**config.mk**
```make
export PLATFORM = sky130hd
export DESIGN_NAME = aes_subbytes_serial
export DESIGN_NICKNAME = d
export VERILOG_FILES = /design/src/rtl/aes_pkg.sv /design/src/rtl/aes_subbytes_serial_rsbox.sv /design/src/rtl/aes_subbytes_serial.sv
export SDC_FILE = /design/constraint.sdc
export NUM_CORES = 1
export LEC_CHECK = 0
export CAP_MARGIN = 20
export CORE_UTILIZATION = 54
export CTS_CLUSTER_SIZE = 24
export DETAILED_ROUTE_END_ITERATION = 10
export PLACE_DENSITY = 0.91
export SLEW_MARGIN = 30
export SYNTH_ARGS = -nofsm -noshare
export SYNTH_HDL_FRONTEND = slang
export SYNTH_SLANG_ARGS = --single-unit
```
**constraint.sdc**
```tcl
create_clock -name clk -period 9.65 [get_ports clk]
set_clock_uncertainty 0.2 [all_clocks]
set_input_delay 1.4475 -clock clk [delete_from_list [all_inputs] [get_ports clk]]
set_output_delay 1.4475 -clock clk [all_outputs]
set_load 0.01 [all_outputs]
```
**src/rtl/aes_pkg.sv**
```systemverilog
// Shared AES definitions: block geometry, state type, SubBytes FSM encoding
// and the forward S-box table with its lookup helper.
package aes_pkg;

  localparam int unsigned AES_BYTES = 16;

  typedef logic [8*AES_BYTES-1:0] aes_state_t;

  typedef enum logic [1:0] {
    IDLE,
    RUN,
    DONE
  } subbytes_state_e;

  // Forward S-box, entry 0x00 in the most significant byte.
  localparam logic [2047:0] SBOX_TABLE = {
    128'h637c777bf26b6fc53001672bfed7ab76,
    128'hca82c97dfa5947f0add4a2af9ca472c0,
    128'hb7fd9326363ff7cc34a5e5f171d83115,
    128'h04c723c31896059a071280e2eb27b275,
    128'h09832c1a1b6e5aa0523bd6b329e32f84,
    128'h53d100ed20fcb15b6acbbe394a4c58cf,
    128'hd0efaafb434d338545f9027f503c9fa8,
    128'h51a3408f929d38f5bcb6da2110fff3d2,
    128'hcd0c13ec5f974417c4a77e3d645d1973,
    128'h60814fdc222a908846eeb814de5e0bdb,
    128'he0323a0a4906245cc2d3ac629195e479,
    128'he7c8376d8dd54ea96c56f4ea657aae08,
    128'hba78252e1ca6b4c6e8dd741f4bbd8b8a,
    128'h703eb5664803f60e613557b986c11d9e,
    128'he1f8981169d98e949b1e87e9ce5528df,
    128'h8ca1890dbfe6426841992d0fb054bb16
  };

  function automatic logic [7:0] sbox_lookup(input logic [7:0] x);
    return SBOX_TABLE[2047 - 8*int'(x) -: 8];
  endfunction

endpackage

```
**src/rtl/aes_subbytes_serial_rsbox.sv**
```systemverilog
// RSBox: registered AES S-box lookup, one cycle latency, no reset.
// Ports: clk - clock; din - byte to substitute; dout - S(din) from previous edge.
module RSBox
  import aes_pkg::*;
(
  input  logic       clk,
  input  logic [7:0] din,
  output logic [7:0] dout
);

  // Output is meaningless until the first lookup after a block starts.
  always_ff @(posedge clk) begin
    dout <= sbox_lookup(din);
  end

endmodule

```
**src/rtl/aes_subbytes_serial.sv**
```systemverilog
// aes_subbytes_serial: byte-serial AES SubBytes. Accepts a block over
// in_valid/in_ready, streams its bytes one per cycle through a single RSBox,
// reassembles the result and offers it over out_valid/out_ready.
// Ports: clk, rst (async, active-high); in_valid/in_ready/in_state input
// handshake; out_valid/out_ready/out_state output handshake; busy high
// while a block is in flight or waiting to be taken.
// Byte k of a state lives at [8*NBYTES-1-8k -: 8] (byte 0 most significant).
module aes_subbytes_serial
  import aes_pkg::*;
#(
  parameter int unsigned NBYTES = AES_BYTES
) (
  input  logic                clk,
  input  logic                rst,
  input  logic                in_valid,
  output logic                in_ready,
  input  logic [8*NBYTES-1:0] in_state,
  output logic                out_valid,
  input  logic                out_ready,
  output logic [8*NBYTES-1:0] out_state,
  output logic                busy
);

  localparam int unsigned W  = 8 * NBYTES;
  localparam int unsigned CW = $clog2(NBYTES + 1);

  subbytes_state_e state;
  logic [W-1:0]    src_q;
  logic [CW-1:0]   cnt;
  logic [7:0]      sbox_in;
  logic [7:0]      sbox_q;

  // S-box source byte selected by cnt, clamped to the last byte so the
  // lookup input is always a defined register value.
  always_comb begin
    sbox_in = src_q[7:0];
    for (int k = 0; k < int'(NBYTES) - 1; k++) begin
      if (cnt == CW'(k)) sbox_in = src_q[W-1-8*k -: 8];
    end
  end

  RSBox u_rsbox (
    .clk  (clk),
    .din  (sbox_in),
    .dout (sbox_q)
  );

  // Control FSM; the result byte for cnt-1 lands one cycle behind its lookup.
  always_ff @(posedge clk or posedge rst) begin
    if (rst) begin
      state     <= IDLE;
      src_q     <= '0;
      out_state <= '0;
      cnt       <= '0;
      in_ready  <= 1'b1;
      out_valid <= 1'b0;
      busy      <= 1'b0;
    end else begin
      case (state)
        IDLE: begin
          if (in_valid) begin
            src_q    <= in_state;
            cnt      <= '0;
            in_ready <= 1'b0;
            busy     <= 1'b1;
            state    <= RUN;
          end
        end
        RUN: begin
          for (int k = 0; k < int'(NBYTES); k++) begin
            if (cnt == CW'(k + 1)) out_state[W-1-8*k -: 8] <= sbox_q;
          end
          // cnt stops at NBYTES so it cannot wrap for any NBYTES.
          if (cnt == CW'(NBYTES)) begin
            out_valid <= 1'b1;
            state     <= DONE;
          end else begin
            cnt <= cnt + CW'(1);
          end
        end
        DONE: begin
          if (out_ready) begin
            out_valid <= 1'b0;
            in_ready  <= 1'b1;
            busy      <= 1'b0;
            state     <= IDLE;
          end
        end
        default: begin
          in_ready  <= 1'b1;
          out_valid <= 1'b0;
          busy      <= 1'b0;
          state     <= IDLE;
        end
      endcase
    end
  end

endmodule

```
# == After elaboration in Yosys (flattened, before gate mapping) ==
# Index checks and enable logic that the tools add are counted.
# Widths: inputs -> output; s select.
# totals
register_bits,274
latch_bits,0
mem_bits_rw,0
romBits,0
out_inout_bits,131
wordCells,104
memories,0
# op_classes
n_addsub,2
mul,0
n_div,0
order_cmp,0
eq_ne,22
n_shift,1
n_mux,30
bitwise,2
n_reduce_logical,24
# op_table
op,n
$shiftx 2055x32->8 const A,1
$mux 8,15
$eq 5x4->1 const B,8
$reduce_and 2->1,17
$eq 5x3->1 const B,4
$reduce_and 3->1,4
$sub 11x11->12 const A,1
$eq 5x2->1 const B,2
$mux 5,2
$pmux 5 s2,1
$pmux 1 s3,3
$ne 2x2->1 const B,4
$mux 2,3
$pmux 2 s3,1
$add 5x1->5 const B,1
$eq 5x1->1 const B,1
$eq 5x5->1 const B,1
$logic_not 5->1,1
$mux 1,5
$eq 2x1->1 const B,1
$eq 2x2->1 const B,1
$logic_not 2->1,1
$not 1->1,2
$reduce_bool 2->1,1

# == Logic depth before layout (Yosys ltp) ==
# logic_depth
ltp_word,18
ltp_mapped,20
depth_no_buf,16

# == By module ==
# From an unflattened synthesis, not the netlist that was laid out.
# hier_totals
cells_unflattened,1399
area_unflattened_um2,15000.6
# modules_own_cells
mod,n_inst,cells_per_inst,area_each_um2
aes_subbytes_serial,1,863,11542.3
RSBox,1,536,3458.3

# == Worst setup path before layout ==
# No wires, ideal clock.
# synth_timing
path_type,reg2reg
from,reg cnt[0]
to,reg u_rsbox.dout[0]
setup_time_ps,121
t_arrival_ps,3911
path_slack_ps,5418
path_stages_with_launch,19
cell_sequence,dfrtp_1 inv_1 ha_1 buf_2 clkbuf_1 and4bb_2 nor4b_1 a221oi_1 o211ai_1 o221ai_2 buf_6 ha_1 inv_1 nor3_1 a211oi_2 a21oi_1 o221ai_1 o2bb2ai_1 mux2_2
# synth_via
elab_chain_len,18
elab_cells_between_ends,32
classes_between,add/sub: 1; eq/ne: 14; shift: 1; mux: 15; reduce/logical: 1
# synth_rtl
element,line,source
"start, declared",aes_subbytes_serial.sv:29,logic [CW-1:0] cnt;
"start signal, assigned",aes_subbytes_serial.sv:78,cnt <= cnt + CW'(1);
$logic_not 5->1,aes_subbytes_serial.sv:38,if (cnt == CW'(k)) sbox_in = src_q[W-1-8*k -: 8];
$mux 8 (14 in a row),aes_subbytes_serial.sv:38,
$mux 8 *,aes_subbytes_serial.sv:38,
$sub 11x11->12 *,aes_pkg.sv:36,return SBOX_TABLE[2047 - 8*int'(x) -: 8];
$shiftx 2055x32->8 *,aes_pkg.sv:36,
"end signal, assigned",aes_subbytes_serial_rsbox.sv:13,dout <= sbox_lookup(din);
"end, declared",aes_subbytes_serial_rsbox.sv:8,output logic [7:0] dout
# Mark *: on every way between the ends. The rest lies on a longest branch, timed or not.
# A chain may end at the register's enable or synchronous reset.

# == Worst setup path after layout ==
# layout_timing
from,reg cnt[0]
to,reg u_rsbox.dout[6]
# Same word-level chain as after synthesis.

==> results by group <==
Run status
  • Status: complete, no violations

Yosys
  • Post-synthesis cell count: 1,720
  • Sequential fraction of the synthesis area: 0.4409
  • Synth unique cells: 108
  • Post-synthesis sequential element count: 274
  • Synth Warn #: 0
  • Mapped Nets: 1,871
  • Synthesized area per cell: 8.990 µm²
  • Mapped Area: 15,460 µm²
  • Main flop type after synthesis: dfrtp_1
  • Asr flop ratio synth: 0.9708
  • Post-synth EDFFs: 0

GRT
  • Pin count of the biggest net entering global routing: 105
  • Initial antenna violation count: 2
  • Vias in the first global route: 15.67k
  • Total GRT Usage: 0.4615
  • Overflow after GRT: 0
  • First-pass GRT wire length: 100,400 µm

Timing
  • Setup TNS: 0 ns
  • Fmax: 157.0 MHz
  • RSZ-0062 raised after global routing: no
  • Final Hold Viols: 0
  • Max transition margin: 0.2901
  • Setup violators final: 0
  • Worst-margin pin slew: 1.063 ns
  • Max-slew violations: 0
  • Final Cycle Share: 0.6602
  • Final worst path period need: 6.371 ns

Layout
  • Final nets: 2,057
  • Share of layout cells above drive strength 1: 0.1364
  • Area growth syn-to-layout: 24.41%

Drt
  • Routed Antenna Nets: 0
  • Vias per cell: 6.921
  • Vias: 15.97k
  • DRT iter0 DRCs: 2,308
  • 1st-pass router iterations: 6
  • WL final: 67,710 µm
  • Wire length per cell: 29.34 µm
  • Drc violations: 0

Floorplanning
  • Io pins: 263
  • Die Ht: 171.2 µm
  • Area of the die: 29,320 µm²
  • Rows: 61
  • Starting density of the core: 0.5521
  • Die W: 171.2 µm
  • Placeable core region: 28,010 µm²

Worst setup path
  • Critical Path End Type: flop
  • Largest delay share family, worst path: compound AO/OA/AOI/OAI gates
  • Reg-to-Reg Start: cnt[0]$_DFFE_PP0P_
  • Crit-path cells: inv_1 -> ha_1 -> or2_0 -> o21ai_1 -> and3_1 -> o311a_1 -> o221ai_2 -> buf_4 -> inv_2 -> ha_1 -> nor2_1 -> nand2_1 -> a221oi_1 -> a211oi_1 -> a221oi_1 -> a311oi_1
  • CP max FO: 23
  • Crit path arrival time: 6.57 ns
  • Worst path depth: 16
  • R2R Path End: u_rsbox.dout[6]$_DFF_P_
  • Crit path buf inv count: 3
  • Critical Path Start Type: flop
  • Flop-to-flop setup slack: 3.28 ns
  • FF-to-FF path depth: 16
  • Crit Path Class: reg2reg
  • Worst Path Required: 9.85 ns
  • Critical path's largest stage delay: 0.73 ns
  • CP Launch Point: cnt[0]$_DFFE_PP0P_
  • Crit path to: u_rsbox.dout[6]$_DFF_P_
  • CP max-delay cell: ha_1

Min path
  • Hold Path Depth: 2
  • Hold Crit Class: reg2reg

Clock tree
  • Post-CTS setup buffers: 0
  • Clock sink total: 274
  • CTS root buffer: clkbuf_16
  • CTS resizes: 0
  • Worst-skew pair later-pin latency: 0.56 ns
  • # hold bufs at CTS: 0
  • Longest Clk Path Bufs: 3
  • H-Tree Depth: 1
  • Clk pin slew, worst setup/hold paths: 0.07 ns
  • CTS tree: yes
  • Inserted Clock Buffers: 28

Run
  • MaxCap Viol Count: 0

Placed design
  • RD Place Congestion: 1.002
  • Port buffer count: 262
  • DP Wirelength: 45,590 µm
[layout make-up]
class	count	area (µm²)
Timing Repair Buffer	293	2883
Fill cell	1936	8772
Inverter	21	88.84
Clock inverter	20	256.5
Tap cell	378	473.0
Antenna cell	2	5.005
Sequential cell	274	6818
Multi-Input combinational cell	1288	7948
Clock buffer	32	767.0
[stage by stage]
step	util	instance area [µm²]	hold WS [ns]	instances	setup WS (ns)
after global placement	0.6485	18170	0.2619	2253	3.794
after CTS	0.6854	19200	0.2779	2305	3.618
after global routing	0.6867	19240	0.3076	2307	3.142
final	0.6868	19240	0.2853	2308	3.279
after floorplan	-	15460	0.2368	1720	0.6789
after detailed placement	0.6489	18170	0.2601	2253	3.640
[registers in the layout, summed over array words and instances, names as in the netlist]
| name | cells |
|---|---|
| out_valid | 1 |
| state | 2 |
| u_rsbox.dout | 8 |
| in_ready | 1 |
| busy | 1 |
| cnt | 5 |
| out_state | 128 |
| src_q | 128 |
[tightest hold or removal path: cells and delay by family (launching register included)]
family	cells	cell delay, ns
flops	1	0.34
simple gates	2	0.11
[worst min path at each step]
stage	slack, ns	from	endpoint
after floorplan	0.24	src_q[119]$_DFFE_PP0P_	src_q[119]$_DFFE_PP0P_
after global placement	0.26	src_q[76]$_DFFE_PP0P_	src_q[76]$_DFFE_PP0P_
after detailed placement	0.26	src_q[127]$_DFFE_PP0P_	src_q[127]$_DFFE_PP0P_
after CTS	0.28	src_q[127]$_DFFE_PP0P_	src_q[127]$_DFFE_PP0P_
after global routing	0.31	src_q[102]$_DFFE_PP0P_	src_q[102]$_DFFE_PP0P_
final	0.29	src_q[113]$_DFFE_PP0P_	src_q[113]$_DFFE_PP0P_
[synthesized netlist by cell type (19+ instances only)]
| master | count | share of area |
|---|---|---|
| a21oi_1 | 75 | 0.024 |
| mux2_2 | 129 | 0.094 |
| o21ai_1 | 26 | 0.0084 |
| o22ai_1 | 20 | 0.0081 |
| nand2_1 | 464 | 0.11 |
| dfrtp_1 | 265 | 0.43 |
| buf_2 | 44 | 0.014 |
| o21ai_0 | 61 | 0.020 |
| nor2_1 | 82 | 0.020 |
| nor3_1 | 26 | 0.0084 |
| nand3_1 | 46 | 0.015 |
| ha_1 | 19 | 0.015 |
| clkbuf_1 | 69 | 0.017 |
[kinds of logic after synthesis]
kind of cell    Yosys count  synth area share
flops                   274            0.4409
xor+xnor                  2          0.001133
simple gates            741            0.2190
compound gates          388            0.1740
fa+ha+maj                19           0.01537
mux                     138           0.09985
buf+inv                 158           0.04984
[cells in the final DEF, fill, tap and decap left out, types with 8 or more instances in the layout]
cell / count
clkdlybuf4s50_1: 262
a311oi_1: 11
dfrtp_1: 265
o221ai_1: 8
nor3_1: 26
o211ai_1: 17
o21ai_0: 61
and3_1: 11
inv_1: 16
a211o_1: 8
a21oi_1: 75
a221oi_1: 14
o22ai_1: 20
nand3b_1: 8
nand2_1: 464
dfxtp_1: 8
ha_1: 19
buf_4: 28
or3_1: 12
a31oi_1: 18
nand3_1: 46
nor2b_1: 13
nor2_1: 81
a211oi_1: 18
nand2b_1: 12
o21ai_1: 26
nor4_1: 8
mux2i_1: 8
clkbuf_16: 29
mux2_2: 129
[layer usage]
layer  wire, µm  global-route usage  vias to the layer above
li1           -                   -                     6499
met1      24780              0.5925                     7649
met2      29940              0.7218                     1475
met3       8434              0.1139                      351
met4       4554              0.2430                        0
met5          0                   0                        -
Power is not shown: default switching activity piles up to over one toggle a cycle in this logic, so the estimate is an artifact.
